### config.mk
export PLATFORM = sky130hd
export DESIGN_NAME = dmem_arbiter
export DESIGN_NICKNAME = d
export VERILOG_FILES = /design/src/rtl/dmem_arbiter_pkg.sv /design/src/rtl/dmem_arb_chan.sv /design/src/rtl/dmem_arbiter.sv
export SDC_FILE = /design/constraint.sdc
export NUM_CORES = 1
export LEC_CHECK = 0
export CAP_MARGIN = 20
export CORE_AREA = 4 4 158 160
export DETAILED_ROUTE_END_ITERATION = 12
export DIE_AREA = 0 0 162 164
export PLACE_DENSITY_LB_ADDON = 0.08
export SLEW_MARGIN = 20
export SYNTH_ARGS = -nofsm -noshare
export SYNTH_HDL_FRONTEND = slang
export SYNTH_HIERARCHICAL = 1
export SYNTH_SLANG_ARGS = --single-unit
### constraint.sdc
create_clock -name clk -period 1.5 [get_ports clk]
set_input_delay 0.15 -clock clk [delete_from_list [all_inputs] [get_ports clk]]
set_output_delay 0.15 -clock clk [all_outputs]
set_load 0.02 [all_outputs]
### src/rtl/dmem_arbiter_pkg.sv
// Shared constants for the two-master data-memory arbiter.
package dmem_arbiter_pkg;

  localparam int ARB_RR    = 0;
  localparam int ARB_FIXED = 1;

  // Width of the starvation counter: enough to hold 0..max_wait.
  function automatic int wait_width(input int max_wait);
    return (max_wait < 1) ? 1 : $clog2(max_wait + 1);
  endfunction

endpackage

### src/rtl/dmem_arb_chan.sv
// One arbitrated channel: grant selection, lock/owner, round-robin pointer,
// starvation counter and the payload mux toward the shared port.
module dmem_arb_chan
  import dmem_arbiter_pkg::*;
#(
  parameter int ARB_MODE = ARB_RR,
  parameter int MAX_WAIT = 8,
  parameter int DW       = 32
) (
  input  logic          clk,
  input  logic          resetb,
  input  logic [1:0]    req,
  input  logic [DW-1:0] pay0,
  input  logic [DW-1:0] pay1,
  input  logic          s_valid,
  output logic          s_ready,
  output logic [DW-1:0] s_pay,
  output logic [1:0]    valid
);

  localparam int            WW       = wait_width(MAX_WAIT);
  localparam logic [WW-1:0] WAIT_MAX = WW'(MAX_WAIT);

  logic          lock_reg, lock_next;
  logic          owner_reg, owner_next;
  logic          last_reg, last_next;
  logic [WW-1:0] wait_reg, wait_next;
  logic          grant;
  logic          accept;

  always_comb begin
    grant = 1'b0;
    if (lock_reg) begin
      grant = owner_reg;
    end else if (req == 2'b10) begin
      grant = 1'b1;
    end else if (req == 2'b11) begin
      if (ARB_MODE == ARB_RR) grant = ~last_reg;
      else                    grant = (wait_reg == WAIT_MAX);
    end
  end

  // A withdrawn request from the lock owner drops s_ready even while locked.
  assign s_ready = req[grant];
  assign accept  = s_ready & s_valid;
  assign s_pay   = grant ? pay1 : pay0;

  generate
    for (genvar gi = 0; gi < 2; gi++) begin : g_valid
      assign valid[gi] = accept & (grant == 1'(gi));
    end
  endgenerate

  always_comb begin
    lock_next  = 1'b0;
    owner_next = owner_reg;
    last_next  = last_reg;
    if (accept) begin
      last_next = grant;
    end else if (s_ready) begin
      lock_next  = 1'b1;
      owner_next = grant;
    end
  end

  always_comb begin
    wait_next = wait_reg;
    if (ARB_MODE == ARB_FIXED) begin
      if (accept && grant)
        wait_next = '0;
      else if (req[1] && !grant && wait_reg != WAIT_MAX)
        wait_next = wait_reg + 1'b1;
    end
  end

  always_ff @(posedge clk or negedge resetb) begin
    if (!resetb) begin
      lock_reg  <= 1'b0;
      owner_reg <= 1'b0;
      last_reg  <= 1'b1;
      wait_reg  <= '0;
    end else begin
      lock_reg  <= lock_next;
      owner_reg <= owner_next;
      last_reg  <= last_next;
      wait_reg  <= wait_next;
    end
  end

endmodule

### src/rtl/dmem_arbiter.sv
// Two-master arbiter in front of the shared dmem port; read and write channels
// are arbitrated independently and read returns are tagged by owner.
module dmem_arbiter
  import dmem_arbiter_pkg::*;
#(
  parameter int ARB_MODE = ARB_RR,
  parameter int MAX_WAIT = 8
) (
  input  logic        clk,
  input  logic        resetb,
  input  logic        m0_wready,
  input  logic        m1_wready,
  output logic        m0_wvalid,
  output logic        m1_wvalid,
  input  logic [31:0] m0_waddr,
  input  logic [31:0] m1_waddr,
  input  logic [31:0] m0_wdata,
  input  logic [31:0] m1_wdata,
  input  logic [3:0]  m0_wstrb,
  input  logic [3:0]  m1_wstrb,
  input  logic        m0_rready,
  input  logic        m1_rready,
  output logic        m0_rvalid,
  output logic        m1_rvalid,
  input  logic [31:0] m0_raddr,
  input  logic [31:0] m1_raddr,
  output logic        m0_rresp,
  output logic        m1_rresp,
  output logic [31:0] m0_rdata,
  output logic [31:0] m1_rdata,
  output logic        s_wready,
  input  logic        s_wvalid,
  output logic [31:0] s_waddr,
  output logic [31:0] s_wdata,
  output logic [3:0]  s_wstrb,
  output logic        s_rready,
  input  logic        s_rvalid,
  output logic [31:0] s_raddr,
  input  logic        s_rresp,
  input  logic [31:0] s_rdata
);

  logic [1:0] w_valid, r_valid, rresp;
  logic       rd_pend_reg, rd_owner_reg;

  dmem_arb_chan #(.ARB_MODE(ARB_MODE), .MAX_WAIT(MAX_WAIT), .DW(68)) u_wr_chan (
    .clk     (clk),
    .resetb  (resetb),
    .req     ({m1_wready, m0_wready}),
    .pay0    ({m0_waddr, m0_wdata, m0_wstrb}),
    .pay1    ({m1_waddr, m1_wdata, m1_wstrb}),
    .s_valid (s_wvalid),
    .s_ready (s_wready),
    .s_pay   ({s_waddr, s_wdata, s_wstrb}),
    .valid   (w_valid)
  );

  dmem_arb_chan #(.ARB_MODE(ARB_MODE), .MAX_WAIT(MAX_WAIT), .DW(32)) u_rd_chan (
    .clk     (clk),
    .resetb  (resetb),
    .req     ({m1_rready, m0_rready}),
    .pay0    (m0_raddr),
    .pay1    (m1_raddr),
    .s_valid (s_rvalid),
    .s_ready (s_rready),
    .s_pay   (s_raddr),
    .valid   (r_valid)
  );

  assign m0_wvalid = w_valid[0];
  assign m1_wvalid = w_valid[1];
  assign m0_rvalid = r_valid[0];
  assign m1_rvalid = r_valid[1];

  // Each return belongs to the accept of the previous cycle only.
  always_ff @(posedge clk or negedge resetb) begin
    if (!resetb) begin
      rd_pend_reg  <= 1'b0;
      rd_owner_reg <= 1'b0;
    end else begin
      rd_pend_reg  <= |r_valid;
      rd_owner_reg <= r_valid[1];
    end
  end

  generate
    for (genvar gi = 0; gi < 2; gi++) begin : g_rresp
      assign rresp[gi] = s_rresp & rd_pend_reg & (rd_owner_reg == 1'(gi));
    end
  endgenerate

  assign m0_rresp = rresp[0];
  assign m1_rresp = rresp[1];
  assign m0_rdata = s_rdata;
  assign m1_rdata = s_rdata;

endmodule
# Word-level counts from Yosys, hierarchy flattened
# Cells that the tools add are included.
dict set report totals {
  register_bits 8
  output_inout_bits 172
}
dict set report op_classes {
  order_cmp 2
  n_eq_ne 4
  n_mux 16
  n_bitwise 16
  reduce_logical 3
}
# operator n
set op_table {}
lappend op_table {{68-bit two-way mux} 1}
lappend op_table {{32-bit two-way mux} 1}
lappend op_table {{1-bit two-way mux} 14}
lappend op_table {{1-bit AND} 9}
lappend op_table {{2-bit == test, second input constant} 4}
lappend op_table {{1-bit inverter} 7}
lappend op_table {{1-bit by 2-bit < comparator with 1-bit output, second input constant} 2}
lappend op_table {{2-bit AND reduction} 2}
lappend op_table {{2-bit OR reduction} 1}

# Logic depth before layout (Yosys ltp)
# Gate-level depths: netlist of the first run.
dict set report depth {
  word_depth 9
  mapped_depth 5
  depth_no_buf 4
}

# Hierarchy
# The synthesis of the first run kept the hierarchy.
# module n_inst cells_each area_per_inst_um2 seq_area_each_um2
set by_module_without_submodules {}
lappend by_module_without_submodules {{dmem_arb_chan (u_wr_chan)} 1 94 1038.5 76.3}
lappend by_module_without_submodules {{dmem_arb_chan (u_rd_chan)} 1 54 586.8 76.3}
lappend by_module_without_submodules {dmem_arbiter 1 69 551.8 50.0}

# Worst setup path before layout of the first run
# OpenSTA, ideal clock, no wires.
dict set report synth_timing {
  kind {flip-flop to flip-flop}
  start {register u_rd_chan.last_reg}
  end {register rd_pend_reg}
  setup_time_ns 0.124
  arrival_time_ns 1.537
  required_ns 1.376
  path_slack_ns -0.161
  stages_incl_launch_ff 6
  n_path_buf 1
  period_less_slack_ns 1.661
  cell_sequence {dfstp_2 > nand2_1 > a22oi_4 > buf_6 > and3b_1 > or2_1}
}
dict set report synth_via {
  elab_chain_cells 9
}
# element line_no
set synth_lines {}
lappend synth_lines {{start: declaration} dmem_arb_chan.sv:26} ;# logic last_reg, last_next;
lappend synth_lines {{start signal: assignment} dmem_arb_chan.sv:85} ;# last_reg <= last_next;
lappend synth_lines {{1-bit inverter (*)} dmem_arb_chan.sv:38} ;# if (ARB_MODE == ARB_RR) grant = ~last_reg;
lappend synth_lines {{1-bit two-way mux (*)} dmem_arb_chan.sv:37} ;# end else if (req == 2'b11) begin
lappend synth_lines {{1-bit two-way mux (*)} dmem_arb_chan.sv:35} ;# end else if (req == 2'b10) begin
lappend synth_lines {{1-bit two-way mux (*)} dmem_arb_chan.sv:33} ;# if (lock_reg) begin
lappend synth_lines {{1-bit two-way mux (implied by the code) (2 in a row)} dmem_arb_chan.sv:44} ;# assign s_ready = req[grant];
lappend synth_lines {{1-bit AND} dmem_arb_chan.sv:45} ;# assign accept = s_ready & s_valid;
lappend synth_lines {{1-bit AND (*)} dmem_arb_chan.sv:50} ;# assign valid[gi] = accept & (grant == 1'(gi));
lappend synth_lines {{named net m1_rvalid} dmem_arbiter.sv:24} ;# output logic m1_rvalid,
lappend synth_lines {{2-bit OR reduction (*)} dmem_arbiter.sv:81} ;# rd_pend_reg <= |r_valid;
lappend synth_lines {{end signal: assignment} dmem_arbiter.sv:81}
lappend synth_lines {{end: declaration} dmem_arbiter.sv:44} ;# logic rd_pend_reg, rd_owner_reg;
# The timed path passes the listed nets; every way through them passes the cells marked *. The select of a mux whose other input is x is not followed.
# A chain may end at the register's enable or synchronous reset.

# Worst setup path in the final report of the first run
dict set report layout_timing {
  start {register u_wr_chan.last_reg}
  end {output s_wdata[6]}
}
dict set report layout_via {
  elab_chain_cells 5
}
# element line_no
set layout_lines {}
lappend layout_lines {{start: declaration} dmem_arb_chan.sv:26}
lappend layout_lines {{start signal: assignment} dmem_arb_chan.sv:85}
lappend layout_lines {{1-bit inverter} dmem_arb_chan.sv:38}
lappend layout_lines {{1-bit two-way mux} dmem_arb_chan.sv:37}
lappend layout_lines {{1-bit two-way mux} dmem_arb_chan.sv:35}
lappend layout_lines {{1-bit two-way mux} dmem_arb_chan.sv:33}
lappend layout_lines {{68-bit two-way mux} dmem_arb_chan.sv:46} ;# assign s_pay = grant ? pay1 : pay0;
lappend layout_lines {{end: declaration} dmem_arbiter.sv:34} ;# output logic [31:0] s_wdata,
# Every way passes these cells.

==> qor.yml, run 1 <==
grt_pass1_wl_mm: 19.5
start_util_pct: 9.30
syn_inst: 217
route.detailed.drc: 0
cp_max_fo: 6
drive_gt1_share_pct: 54.8
clockRootBuffer: "clkbuf_16"
portBuffers: 316
synth.distinct_cells: 21
worst_ep_required_time_ps: 1350
routed_wirelength_mm: 14.6
firstDrtPassIters: 4
antenna_left: 0
placed_area_sq_um: 5720
cts_buffer_depth: 2
final_common_cell: "clkdlybuf4s50_1"
grt_usage_pct: 9.65
synth_async_sr_flop_share_pct: 100
vias: 2869
area_growth_pct: 206
antenna_found_initial: 1
netSwitchingFraction_pct: 34.3
place_congestion: 0.732
final_hold_viol_count: 0
max_slew.worst_pin.slew_ps: 470
p_switching_uw: 1740
power_density_nw_per_um2: 762
cts_tree: "done"
grt_max_degree: 19
core-area_sq_um: 23400
dieWidth_um: 162
ys_warn_count: 6
path_clk_slew_ps: 40
crit_type: "flip-flop to primary output"
avgSynthCellArea_sq_um: 10.0
rows: 56
ios: 413
period_share_pct: 138
grt-ovfl-total: 0
hpwlAfterDp_mm: 12.0
first_global_vias: 3063
pwr-share-comb_pct: 84.6
rsz0062_at_grt: "true"
violations: "negative setup slack"
pre_cts_slack_ps: -1010
cts_buffers: 3
ys_seq_area_share_pct: 9.31
maxCapViolCount: 0
synth_edf_count: 0
p_int_uw: 3330
clk_latency_ps: 230
vias_per_cell: 3.38
fill_cells: 2495
synth_area_sq_um: 2180
min_path_type: "primary input to async pin"
post-route-min-period_ps: 2070
clock_skew_ps: 4.53
mostFrequentLayoutCells: "clkdlybuf4s50_1, buf_6, mux2_4, buf_4, buf_12"
syn-num-nets: 458
p_leak_uw: 0.00308
pwr-share-seq_pct: 6.2
layout_setup_ws_ps: -574
wl_per_cell_um: 17.2
synth_seq_cells: 8
fmax_ghz: 0.482
drtIter0Drc: 23
die_y_um: 164
clkPwrFrac_pct: 9.2
peakVddDrop_uv: 285
numClockSinks: 8
arrival_ps: 1920
start_kind: "flip-flop"
synth-main-ff-cell: "dfrtp_1"
setup_viol: 108
final_nets: 771
dieArea_sq_um: 26600
end_kind: "primary output"
maxSlewHeadroom_pct: 68.5
maxSlewViolCount: 0
outcome: "complete, but fails checks"
stdcell_area_sq_um: 6660
num_antenna_cells: 0
h-tree-depth: 1
==> worst max-delay path: stages (launching register included) <==
cell and delay (ps):
dfstp_2 530, nand2_2 70, a22oi_4 140, buf_12 150, buf_8 120, buf_6 130
buf_6 100, mux2_4 300, buf_6 140
==> cells by family (layout without fill, tap and decap cells) <==
family                 Yosys count  in the layout  synth area share (%)
muxes                          100            100                  51.7
buffers and inverters           76            388                  27.6
and+or+nand+nor                 19             19                  5.40
AOI/OAI and AO/OA               14             14                  5.98
DFF                              8              8                  9.31
==> cell usage after synthesis (3+ instances only) <==
master / n / share of area (%)
and3_1: 3 / 0.86
mux2_2: 100 / 52
dfrtp_1: 6 / 6.9
buf_4: 64 / 22
nand2_1: 4 / 0.69
and3b_1: 3 / 1.2
buf_6: 10 / 5.2
a31oi_1: 4 / 1.1
==> area by class of cell <==
class                      instances  area, sq um  area share [%]
inverter                           2         7.51           0.113
sequential                         8          204            3.06
timing repair buffer             382         4180            62.8
multi-input combinational        133         1790            26.9
tap                              319          399            5.99
clock buffer                       4         78.8            1.18
==> power by group through the flow <==
stage / clock [uW] / combinational [uW] / sequential, uW
finish: 464 / 4290 / 315
global route: 505 / 4500 / 320
CTS: 488 / 3890 / 313
detailed placement: 0 / 3380 / 313
global placement: 0 / 3390 / 313
floorplan: 0 / 2000 / 308
==> worst paths after layout <==
| kind | to | slack (ps) | depth (start not counted) | from |
|---|---|---|---|---|
| max in group asynchronous | u_wr_chan/lock_reg$_DFF_PN0_ | 900 | 1 | resetb |
| worst min-delay path | rd_owner_reg$_DFF_PN0_ | 240 | 1 | resetb |
| min in group clk | m1_rdata[13] | 300 | 0 | s_rdata[13] |
| worst min register to register | u_wr_chan/owner_reg$_DFFE_PN0P_ | 610 | 1 | u_wr_chan/owner_reg$_DFFE_PN0P_ |
| worst max register to register | rd_pend_reg$_DFF_PN0_ | -370 | 8 | u_rd_chan/last_reg$_DFFE_PN1P_ |
| worst max-delay path | s_wdata[6] | -570 | 8 | u_wr_chan/last_reg$_DFFE_PN1P_ |
==> what timing repair did <==
action | in CTS | in global routing
gates resized for setup | 554 | 143
gates cloned | 7 | 3
setup buffers | 16 | 18
endpoints found under the setup margin | 109 | 108
hold buffers | 0 | 0
pin swaps | 5 | 5
==> through the flow <==
| step | std cells | hold slack (ps) | TNS, ps | total power, uW | utilization [%] |
|---|---|---|---|---|---|
| 2_1_floorplan | 217 | -146 | -3780 | 2300 | - |
| 3_3_place_gp | 806 | 300 | -89590 | 3700 | 24.4 |
| 3_5_place_dp | 806 | 300 | -89750 | 3690 | 24.4 |
| 4_1_cts | 832 | 266 | -56260 | 4690 | 26.6 |
| 5_1_grt | 848 | 275 | -55790 | 5330 | 28.5 |
| 6_report | 848 | 244 | -48940 | 5070 | 28.5 |
==> routing by layer <==
metal,vias to the layer above,GRT usage [%],wire (um)
li1,1336,-,-
met1,1292,9.51,4860
met2,229,18.6,7750
met3,10,4.82,1820
met4,2,1.27,136
met5,-,0,20
Note: power is estimated with default switching activity, not from simulation.
==> inputs of run 2 (changes only) <==
PLACE_DENSITY_LB_ADDON = unset   (was 0.08)
==> qor.yml, run 2 (synthesis gave the netlist of run 1 again) <==
r2r-start: "u_rd_chan/lock_reg$_DFF_PN0_"
final_nets: 772  # +0.13%
cts_buffer_depth: 2  # unchanged
worst_ep_required_time_ps: 1350  # about the same
num_antenna_cells: 0  # unchanged
firstDrtPassIters: 4  # unchanged
p_total_uw: 4630  # -8.8%
grt_max_degree: 21  # +2
crit_type: "flip-flop to primary output"
layout_setup_ws_ps: -578  # -4.30 ps
mostFrequentLayoutCells: "clkdlybuf4s50_1, mux2_4, buf_6, buf_4, buf_2"
antenna_found_initial: 0  # -1
wl_met3_mm: 2.34  # +28%
grt-ovfl-total: 0  # unchanged
r2r_cells: 8  # unchanged
vias: 2879  # +0.35%
rows: 56  # unchanged
maxUsedRoutingLayer: "met4"
drive_gt1_share_pct: 55.0  # +0.19 points
first_global_vias: 3108  # +1.5%
cts_tree: "done"
dieWidth_um: 162  # unchanged
outcome: "complete, but fails checks"
clockRootBuffer: "clkbuf_16"
antenna_left: 0  # unchanged
reg2reg_to: "rd_pend_reg$_DFF_PN0_"
final_hold_viol_count: 0  # unchanged
route.detailed.drc: 0  # unchanged
period_share_pct: 139  # +0.29 points
ios: 413  # unchanged
numClockSinks: 8  # unchanged
routed_wirelength_mm: 13.7  # -6.4%
hold_ws_ps: 213  # -30.8 ps
rsz0062_at_grt: "true"
portBuffers: 316  # unchanged
end_kind: "primary output"
arrival_ps: 1930  # about the same
grt_pass1_wl_mm: 18.2  # -6.9%
vias_per_cell: 3.40  # +0.35%
min_path_type: "primary input to async pin"
p_leak_uw: 0.00292  # -5.3%
h-tree-depth: 1  # unchanged
rrSetupSlack_ps: -190  # +180 ps
setup_viol: 107  # -0.93%
die_y_um: 164  # unchanged
violations: "negative setup slack"
maxSlewHeadroom_pct: 74.1  # +5.5 points
hpwlAfterDp_mm: 11.4  # -4.7%
drtIter0Drc: 95  # +310%
area_growth_pct: 186
cts_buffers: 3  # unchanged
path_clk_slew_ps: 40  # about the same
wl_per_cell_um: 16.1  # -6.4%
postLayoutCoreUtil_pct: 26.7  # -1.8 points
pre_cts_slack_ps: -852  # +161 ps
start_kind: "flip-flop"
fmax_ghz: 0.481  # -0.21%
post-route-min-period_ps: 2080  # +4.30 ps
maxCapViolCount: 0  # unchanged
cp_max_fo: 16  # +10
final_common_cell: "clkdlybuf4s50_1"
power_density_nw_per_um2: 742  # -2.6%
max_slew.worst_pin.slew_ps: 388  # -82.5 ps
place_congestion: 0.684  # -6.6%
maxSlewViolCount: 0  # unchanged
core-area_sq_um: 23400  # unchanged
wl_met2_mm: 6.34  # -18%
clk_latency_ps: 230  # about the same
start_util_pct: 9.30  # unchanged
peakVddDrop_uv: 477  # +68%
wl_met1_mm: 4.96  # +2.1%
grt_usage_pct: 8.88  # -0.78 points
dieArea_sq_um: 26600  # unchanged
clock_skew_ps: 2.17  # -2.35 ps
[run 2: changes by cell type in the layout (fill, tap and decap cells not counted), moves of 2 or more]
cell             delta
buf_2              +22
buf_12              -5
buf_16              -4
clkbuf_16           -2
buf_8               -2
clkdlybuf4s15_2     +4
clkbuf_2           +13
buf_4              +16
buf_6              -42
[run 2: stage by stage]
stage               cells  TNS [ps]  area [sq um]
global placement      813    -80190          5760
detailed placement    813    -80810          5760
CTS                   838    -56440          6120
global route          848    -57780          6240
finish                848    -49480          6240
floorplan             217     -3780          2510
[run 2: cell type report]
class / count / area [sq um]
clock buffer: 3 / 75.1
timing repair buffer: 383 / 3770
fill: 2543 / 17200
sequential: 8 / 205
multi-input combinational: 133 / 1780
inverter: 2 / 7.51
tap: 319 / 399
[run 2: critical path: stages (launching register included)]
cell	delay, ps
dfstp_2	530
nand2_2	70
a22oi_4	160
buf_12	180
buf_6	140
buf_4	120
mux2_4	310
buf_4	180
[run 2: repair_timing]
item                       4_1_cts  5_1_grt
pin swaps                        4        7
resized for setup              425      121
gates cloned                     3        1
hold buffers                     0        0
setup endpoints to repair      109      109
setup buffers                   19       17
[run 2: power by group]
| group | switching [uW] | internal [uW] | total, uW |
|---|---|---|---|
| Sequential | 36.1 | 270 | 306 |
| Combinational | 1520 | 2360 | 3880 |
| Clock | 99.5 | 343 | 443 |
| Total | 1650 | 2970 | 4630 |
[run 2: worst max path at each step]
stage	start	to	slack, ps
2_1_floorplan	u_rd_chan/last_reg$_DFFE_PN1P_	rd_pend_reg$_DFF_PN0_	-80
3_3_place_gp	m1_wready	s_waddr[13]	-840
3_5_place_dp	m1_wready	s_waddr[25]	-850
4_1_cts	u_rd_chan/last_reg$_DFFE_PN1P_	s_raddr[0]	-680
5_1_grt	u_wr_chan/last_reg$_DFFE_PN1P_	s_wstrb[0]	-690
6_report	u_wr_chan/last_reg$_DFFE_PN1P_	s_wstrb[0]	-580
[run 2: layer usage]
layer | global-route usage, % | vias to the layer above
met4 | 0.269 | 0
met2 | 15.6 | 264
met1 | 9.47 | 1274
li1 | - | 1336
met5 | 0 | -
met3 | 5.87 | 5
